<file path="config.mk">
export PLATFORM = sky130hd
export DESIGN_NAME = mcalu_rsv_station
export DESIGN_NICKNAME = d
export VERILOG_FILES = /design/src/rtl/mcalu_rsv_station.sv
export SDC_FILE = /design/constraint.sdc
export NUM_CORES = 1
export LEC_CHECK = 0
export BUFFER_PORTS_ARGS = -buffer_cell sky130_fd_sc_hd__buf_2
export CORE_MARGIN = 2
export CORE_UTILIZATION = 30
export DETAILED_ROUTE_END_ITERATION = 6
export PLACE_DENSITY = 0.45
export RECOVER_POWER = 50
export REMOVE_ABC_BUFFERS = 1
export SYNTH_ARGS = -nofsm -noshare
export SYNTH_HDL_FRONTEND = slang
export SYNTH_SLANG_ARGS = --single-unit
</file>
<file path="constraint.sdc">
create_clock -name clk -period 2.9 [get_ports clk]
set_input_delay 0.725 -clock clk [delete_from_list [all_inputs] [get_ports clk]]
set_output_delay 0.725 -clock clk [all_outputs]
set_load 0.005 [all_outputs]
</file>
<file path="src/rtl/mcalu_rsv_station.sv">
// Age-ordered, collapsing reservation station issuing to the multi-cycle ALU.
// Optional macro MCALU_RS_BYPASS_EN: entries woken by the current writeback may issue in that cycle.
module mcalu_rsv_station #(
   parameter int DEPTH = 4
) (
   input  logic        clk,
   input  logic        rst,
   input  logic        disp_valid,
   input  logic [4:0]  disp_op,
   input  logic [6:0]  disp_robid,
   input  logic [5:0]  disp_rd,
   input  logic        disp_op1_rdy,
   input  logic [31:0] disp_op1,
   input  logic        disp_op2_rdy,
   input  logic [31:0] disp_op2,
   output logic        exers_stall,
   input  logic        wb_valid,
   input  logic [6:0]  wb_robid,
   input  logic [31:0] wb_result,
   output logic        exers_mcalu_issue,
   output logic [4:0]  exers_mcalu_op,
   output logic [6:0]  exers_robid,
   output logic [5:0]  exers_rd,
   output logic [31:0] exers_op1,
   output logic [31:0] exers_op2,
   input  logic        mcalu_stall,
   input  logic        rob_flush
);

   typedef struct packed {
      logic        vld;
      logic [4:0]  op;
      logic [6:0]  robid;
      logic [5:0]  rd;
      logic        r1;
      logic [31:0] v1;
      logic        r2;
      logic [31:0] v2;
   } ent_t;

   ent_t             ent_q [DEPTH];
   ent_t             ent_d [DEPTH];
   ent_t             ext_s [DEPTH+1];
   ent_t             disp_e_s;
   logic [DEPTH-1:0] vld_s;
   logic [DEPTH-1:0] rdy_s;
   logic [DEPTH-1:0] sel_s;
   logic [DEPTH-1:0] ge_s;
   logic [DEPTH-1:0] shift_s;
   logic [DEPTH:0]   wk1_s;
   logic [DEPTH:0]   wk2_s;
   logic             issue_s;
   logic             fire_s;
   logic             accept_s;
   logic             disp_m1_s;
   logic             disp_m2_s;

   // Per-entry wakeup match against the broadcast and readiness from state.
   always_comb begin
      wk1_s = '0;
      wk2_s = '0;
      vld_s = '0;
      rdy_s = '0;
      for (int i = 0; i < DEPTH; i++) begin
         vld_s[i] = ent_q[i].vld;
         wk1_s[i] = wb_valid & ent_q[i].vld & ~ent_q[i].r1 & (ent_q[i].v1[6:0] == wb_robid);
         wk2_s[i] = wb_valid & ent_q[i].vld & ~ent_q[i].r2 & (ent_q[i].v2[6:0] == wb_robid);
`ifdef MCALU_RS_BYPASS_EN
         rdy_s[i] = ent_q[i].vld & (ent_q[i].r1 | wk1_s[i]) & (ent_q[i].r2 | wk2_s[i]);
`else
         rdy_s[i] = ent_q[i].vld & ent_q[i].r1 & ent_q[i].r2;
`endif
      end
   end

   // Oldest-ready select; ge_s marks every slot at or above the selected one.
   always_comb begin
      logic acc;
      acc   = 1'b0;
      sel_s = '0;
      ge_s  = '0;
      for (int i = 0; i < DEPTH; i++) begin
         sel_s[i] = rdy_s[i] & ~acc;
         acc      = acc | rdy_s[i];
         ge_s[i]  = acc;
      end
   end

   assign issue_s     = |rdy_s;
   assign exers_stall = &vld_s;
   assign fire_s      = issue_s & ~mcalu_stall;
   assign accept_s    = disp_valid & ~exers_stall & ~rob_flush;
   assign shift_s     = ge_s & {DEPTH{fire_s}};

   // Offer bus: AND-OR mux of the selected entry, zero when nothing is offered.
   always_comb begin
      exers_mcalu_issue = issue_s;
      exers_mcalu_op    = 5'h00;
      exers_robid       = 7'h00;
      exers_rd          = 6'h00;
      exers_op1         = 32'h0000_0000;
      exers_op2         = 32'h0000_0000;
      for (int i = 0; i < DEPTH; i++) begin
         exers_mcalu_op = exers_mcalu_op | (ent_q[i].op    & {5{sel_s[i]}});
         exers_robid    = exers_robid    | (ent_q[i].robid & {7{sel_s[i]}});
         exers_rd       = exers_rd       | (ent_q[i].rd    & {6{sel_s[i]}});
`ifdef MCALU_RS_BYPASS_EN
         exers_op1 = exers_op1 | ((wk1_s[i] ? wb_result : ent_q[i].v1) & {32{sel_s[i]}});
         exers_op2 = exers_op2 | ((wk2_s[i] ? wb_result : ent_q[i].v2) & {32{sel_s[i]}});
`else
         exers_op1 = exers_op1 | (ent_q[i].v1 & {32{sel_s[i]}});
         exers_op2 = exers_op2 | (ent_q[i].v2 & {32{sel_s[i]}});
`endif
      end
   end

   // Incoming entry, pre-woken if its tag matches this cycle's broadcast.
   always_comb begin
      disp_m1_s      = wb_valid & ~disp_op1_rdy & (disp_op1[6:0] == wb_robid);
      disp_m2_s      = wb_valid & ~disp_op2_rdy & (disp_op2[6:0] == wb_robid);
      disp_e_s.vld   = 1'b1;
      disp_e_s.op    = disp_op;
      disp_e_s.robid = disp_robid;
      disp_e_s.rd    = disp_rd;
      disp_e_s.r1    = disp_op1_rdy | disp_m1_s;
      disp_e_s.v1    = disp_m1_s ? wb_result : disp_op1;
      disp_e_s.r2    = disp_op2_rdy | disp_m2_s;
      disp_e_s.v2    = disp_m2_s ? wb_result : disp_op2;
   end

   // Next state: collapse over the issued slot, wake at new position, append dispatch.
   always_comb begin
      logic placed;
      logic w1;
      logic w2;
      logic take;
      placed = 1'b0;
      w1     = 1'b0;
      w2     = 1'b0;
      take   = 1'b0;
      for (int i = 0; i < DEPTH; i++) begin
         ext_s[i] = ent_q[i];
      end
      ext_s[DEPTH] = '0;
      for (int i = 0; i < DEPTH; i++) begin
         if (shift_s[i]) begin
            ent_d[i] = ext_s[i+1];
            w1       = wk1_s[i+1];
            w2       = wk2_s[i+1];
         end else begin
            ent_d[i] = ext_s[i];
            w1       = wk1_s[i];
            w2       = wk2_s[i];
         end
         ent_d[i].r1 = ent_d[i].r1 | w1;
         ent_d[i].v1 = w1 ? wb_result : ent_d[i].v1;
         ent_d[i].r2 = ent_d[i].r2 | w2;
         ent_d[i].v2 = w2 ? wb_result : ent_d[i].v2;
         take        = accept_s & ~placed & ~ent_d[i].vld;
         ent_d[i]    = take ? disp_e_s : ent_d[i];
         placed      = placed | take;
      end
   end

   // Entry storage; reset and flush empty the station.
   always_ff @(posedge clk) begin
      if (rst || rob_flush) begin
         for (int i = 0; i < DEPTH; i++) begin
            ent_q[i] <= '0;
         end
      end else begin
         for (int i = 0; i < DEPTH; i++) begin
            ent_q[i] <= ent_d[i];
         end
      end
   end

endmodule

</file>
Word-level counts from Yosys, hierarchy flattened
Memory sizes are Yosys's and may differ from the RTL's.
Cells that the tools add are included.

operators by class
  equal/unequal tests = 10
  muxes and demuxes = 33
  bitwise logic cells = 123
  reduce and logical (&&, ||, !) cells = 3

operators by type and width
  cell                 number
  85-bit two-way mux   12
  32-bit two-way mux   10
  32-bit bitwise AND   8
  32-bit OR            6
  7-bit == test        10
  1-bit bitwise AND    45
  7-bit bitwise AND    4
  6-bit bitwise AND    4
  1-bit inverter       23
  7-bit OR             3
  5-bit bitwise AND    4
  1-bit OR             19
  6-bit OR             3
  5-bit OR             3
  1-bit two-way mux    11
  4-bit bitwise AND    1
  4-bit AND reduction  1
  4-bit OR reduction   1
  1-bit logical OR     1

storage, ports and cells
  register bits after elaboration = 0
  RAM bits = 340
  output and inout port bits = 84
  word-level logic and storage cells = 170
  memories kept = 1

memory list
  memory  words  width  read ports  clocked after memory_dff  wr ports  RTL line  RTL
  ent_q   4      85     4           0                         4         41        ent_t ent_q [DEPTH];

Longest topological paths before layout
An unclocked memory read counts as a cell.

  word-level depth = 23
  depth in mapped cells = 10
  gate-level depth less buffers = 6

Worst setup path before layout
Ideal clock, no wire load.

  kind = input -> register
  start = input wb_robid[5]
  end = memory ent_q[3][38] in the netlist's numbering
  arrival time = 2.437 ns
  required time = 2.768 ns
  slack = 0.331 ns
  stages on the path = 8
  buffers on the path = 2
  cell sequence = buf_2 > xor2_1 > nor4_1 > nand4_1 > buf_1 > mux2_2 > a221oi_1 > nor3_1

RTL lines
  item         RTL line  RTL
  from (decl)  18        input logic [6:0] wb_robid,
  to (decl)    41

==> results_dict.tcl <==
set metrics [dict create \
    grt_pass1_vias 21040 \
    core_area_mm2 0.06563 \
    switching_share_pct 25.30 \
    cellInternalPower_mw 8.465 \
    largest_reg_flops 340 \
    vias_per_cell 6.159 \
    setup_violations 121 \
    clock-sinks 340 \
    grt_pass1_wl_um 143400 \
    area_growth_pct 27.37 \
    slew_viol_final 29 \
    fin_ws_ps -176.5 \
    fp.dieH_um 261.1 \
    final_net_count 2752 \
    crit_required_ps 2170 \
    critPathMaxFanout 8 \
    drv_cap 1 \
    fin_area_mm2 0.02526 \
    syn_area_mm2 0.01983 \
    switchingPower_mw 2.867 \
    place_congestion 0.9076 \
    antenna_found_initial 7 \
    wl_per_cell_um 28.38 \
    synth-edff-count 0 \
    yosysWarningCount 0 \
    hold_path.class "in2reg" \
    drc 0 \
    fin_crit_ps 3077 \
    dp_hpwl_um 59570 \
    max_freq_ghz 0.3250 \
    arrival_ps 2350 \
    grt-ovfl-total 0 \
    tightest_slew_ps 1511 \
    ioPinCount 213 \
    p_seq_share_pct 41.7 \
    grt_max_degree 73 \
    ant_nets 0 \
    holdWs_ps 376.1 \
    finalCritPeriodShare_pct 106.1 \
    reg2reg_slack_ps -130 \
    pwr-share-comb_pct 7.5 \
    clk_latency_ps 600 \
    yosys.area.top_type_share_pct 34.32 \
    portBuffers 212 \
    yosysUniqueCellTypes 64 \
    max-clock-path-buffers 3 \
    start_kind "register" \
    async_reset_ff_share_pct 0 \
    holdBufCountCts 0 \
    slew_headroom_pct -0.7537 \
    power.share.clock_pct 50.8 \
    endpoint_kind "output port" \
    start_util_pct 30.22 \
    violations "capacitance limit, slew limit, setup timing" \
    syn_inst 2461 \
    layout-drive-gt1-share_pct 22.70 \
    syn_avg_cell_area_um2 8.058 \
    final_cell_mix "dfxtp_1, nor2_1, nand2_1" \
    ctsHtreeMaxLevel 2 \
    dieArea_mm2 0.06818 \
    ys_seq_area_share_pct 34.32 \
    synth_top_flop_cell "dfxtp_1" \
    regMostFlops "ent_q" \
    ys_ff_latch 340 \
    mostFrequentLayoutCell "dfxtp_1" \
    die_w_um 261.1 \
    worstSetupPathType "reg2out" \
    wl_um 100100 \
    routed-via-count 21720 \
    ir_drop_mv 0.4061 \
    cts_buffers 42 \
    p_leak_nw 9.840 \
    grt_setup_unrepaired "true" \
    status "complete, but fails checks" \
    place_area_mm2 0.02272 \
    reg.largest.list "ent_q (340)" \
    track_usage_pct 28.02 \
    finalCoreUtilization_pct 38.49 \
    drt-pass1-iter-count 6 \
    synth_area_leaders "dfxtp_1, mux2i_1, nor2_1" \
    num_rows 94 \
    powerDensity_mw_per_mm2 448.6 \
    fin_skew_ps 27.82 \
    synth_area_leader_cell "dfxtp_1" \
    tritoncts "yes" \
    cts_root_buf "clkbuf_16" \
    drtIter0Drc 1965 \
    clkTransAtPathRegs_ps 60 \
    hold_viol 0 \
]
-- cell type report --
class                           instances  area [um2]
Antenna cell                            6       15.01
Multi-Input combinational cell       1807       12160
Inverter                               23       86.33
Fill cell                            6696       40370
Clock buffer                           67        1316
Timing Repair Buffer                  409        3613
Tap cell                              864        1081
Sequential cell                       340        6820
Clock inverter                         10       171.4
-- what timing repair did --
action                                  in CTS  in global routing
cloned                                      13                  5
pin swaps                                   16                 32
setup buffers                               14                  7
resized for setup                           76                 52
endpoints found under the hold margin        0                  0
endpoints found under the setup margin      82                 83
-- cell usage after synthesis (4+ instances only) --
library cell  instances
a21bo_2               4
a21boi_0             29
a21o_1               53
a21oi_1             156
a221o_1              85
a221oi_1             31
a22oi_1              82
a311oi_1             54
and2_1               33
and3_1                8
buf_1                 7
buf_2                50
buf_4                 5
clkbuf_1            226
dfxtp_1             340
inv_1                23
mux2_2               32
mux2i_1             107
nand2_1             235
nand2b_1             43
nand3_1              27
nand3b_1              4
nand4_1              10
nor2_1              254
nor2b_1               4
nor3_1               35
nor4_1               41
o21a_1               10
o21ai_0              51
o21ai_1              30
o221ai_1             29
o22a_1               30
o22ai_1             126
o32a_1                7
o32ai_1              85
xnor2_1              22
xor2_1               48
-- worst max-delay path: stages (launching register included) --
cell and delay (ps):
dfxtp_4 350, and3_4 180, nor4b_4 380, buf_12 220, buf_12 150, a221o_1 300, buf_2 170
-- kinds of logic (layout without fill, tap and decap cells) --
group | after synthesis | count (layout) | synth area share [%]
AOI/OAI and AO/OA | 881 | 881 | 32.50
xor gates and xnor gates | 70 | 70 | 3.091
buffers and inverters | 314 | 509 | 6.467
DFF | 340 | 340 | 34.32
muxes | 139 | 139 | 7.218
other | 0 | 6 | 0
and+or+nand+nor | 717 | 717 | 16.40
-- final timing paths --
kind	end	cells after the start	start
hold / removal	ent_q[0][84]$_SDFF_PP0_	3	disp_valid
hold reg to reg	ent_q[0][43]$_SDFFE_PP0P_	2	ent_q[0][43]$_SDFFE_PP0P_
setup reg to reg	ent_q[0][60]$_SDFFE_PP0P_	8	ent_q[0][32]$_SDFF_PP0_
setup / recovery	exers_op2[30]	6	ent_q[2][65]$_SDFF_PP0_
-- metal layers --
metal / vias up / part of all wire, % / wire [um] / GRT usage [%]
li1: 9609 / - / - / -
met1: 10710 / 42 / 42460 / 37.83
met2: 1164 / 45 / 44880 / 44.36
met3: 234 / 8.6 / 8624 / 4.617
met4: 4 / 4.1 / 4078 / 11.51
met5: - / 0.025 / 25 / 0
-- stage by stage --
stage | setup WS, ps | instances | power (mW) | TNS (ps)
3_3_place_gp | -155.5 | 3409 | 5.663 | -590.1
3_5_place_dp | -22.55 | 3409 | 5.667 | -95.73
2_1_floorplan | -7187 | 2170 | 5.176 | -1211580
6_report | -176.5 | 3526 | 11.33 | -8178
4_1_cts | -149.9 | 3513 | 11.40 | -7965
5_1_grt | -210.1 | 3522 | 11.62 | -22410
-- power groups by stage --
stage               Sequential, mW  Clock [mW]  Combinational, mW
finish                        4.73        5.76              0.852
global route                  4.73        6.00              0.896
detailed placement            4.83           0              0.837
CTS                           4.72        5.84              0.845
floorplan                     4.82           0              0.354
global placement              4.83           0              0.835
(Power assumes the default switching activity.)
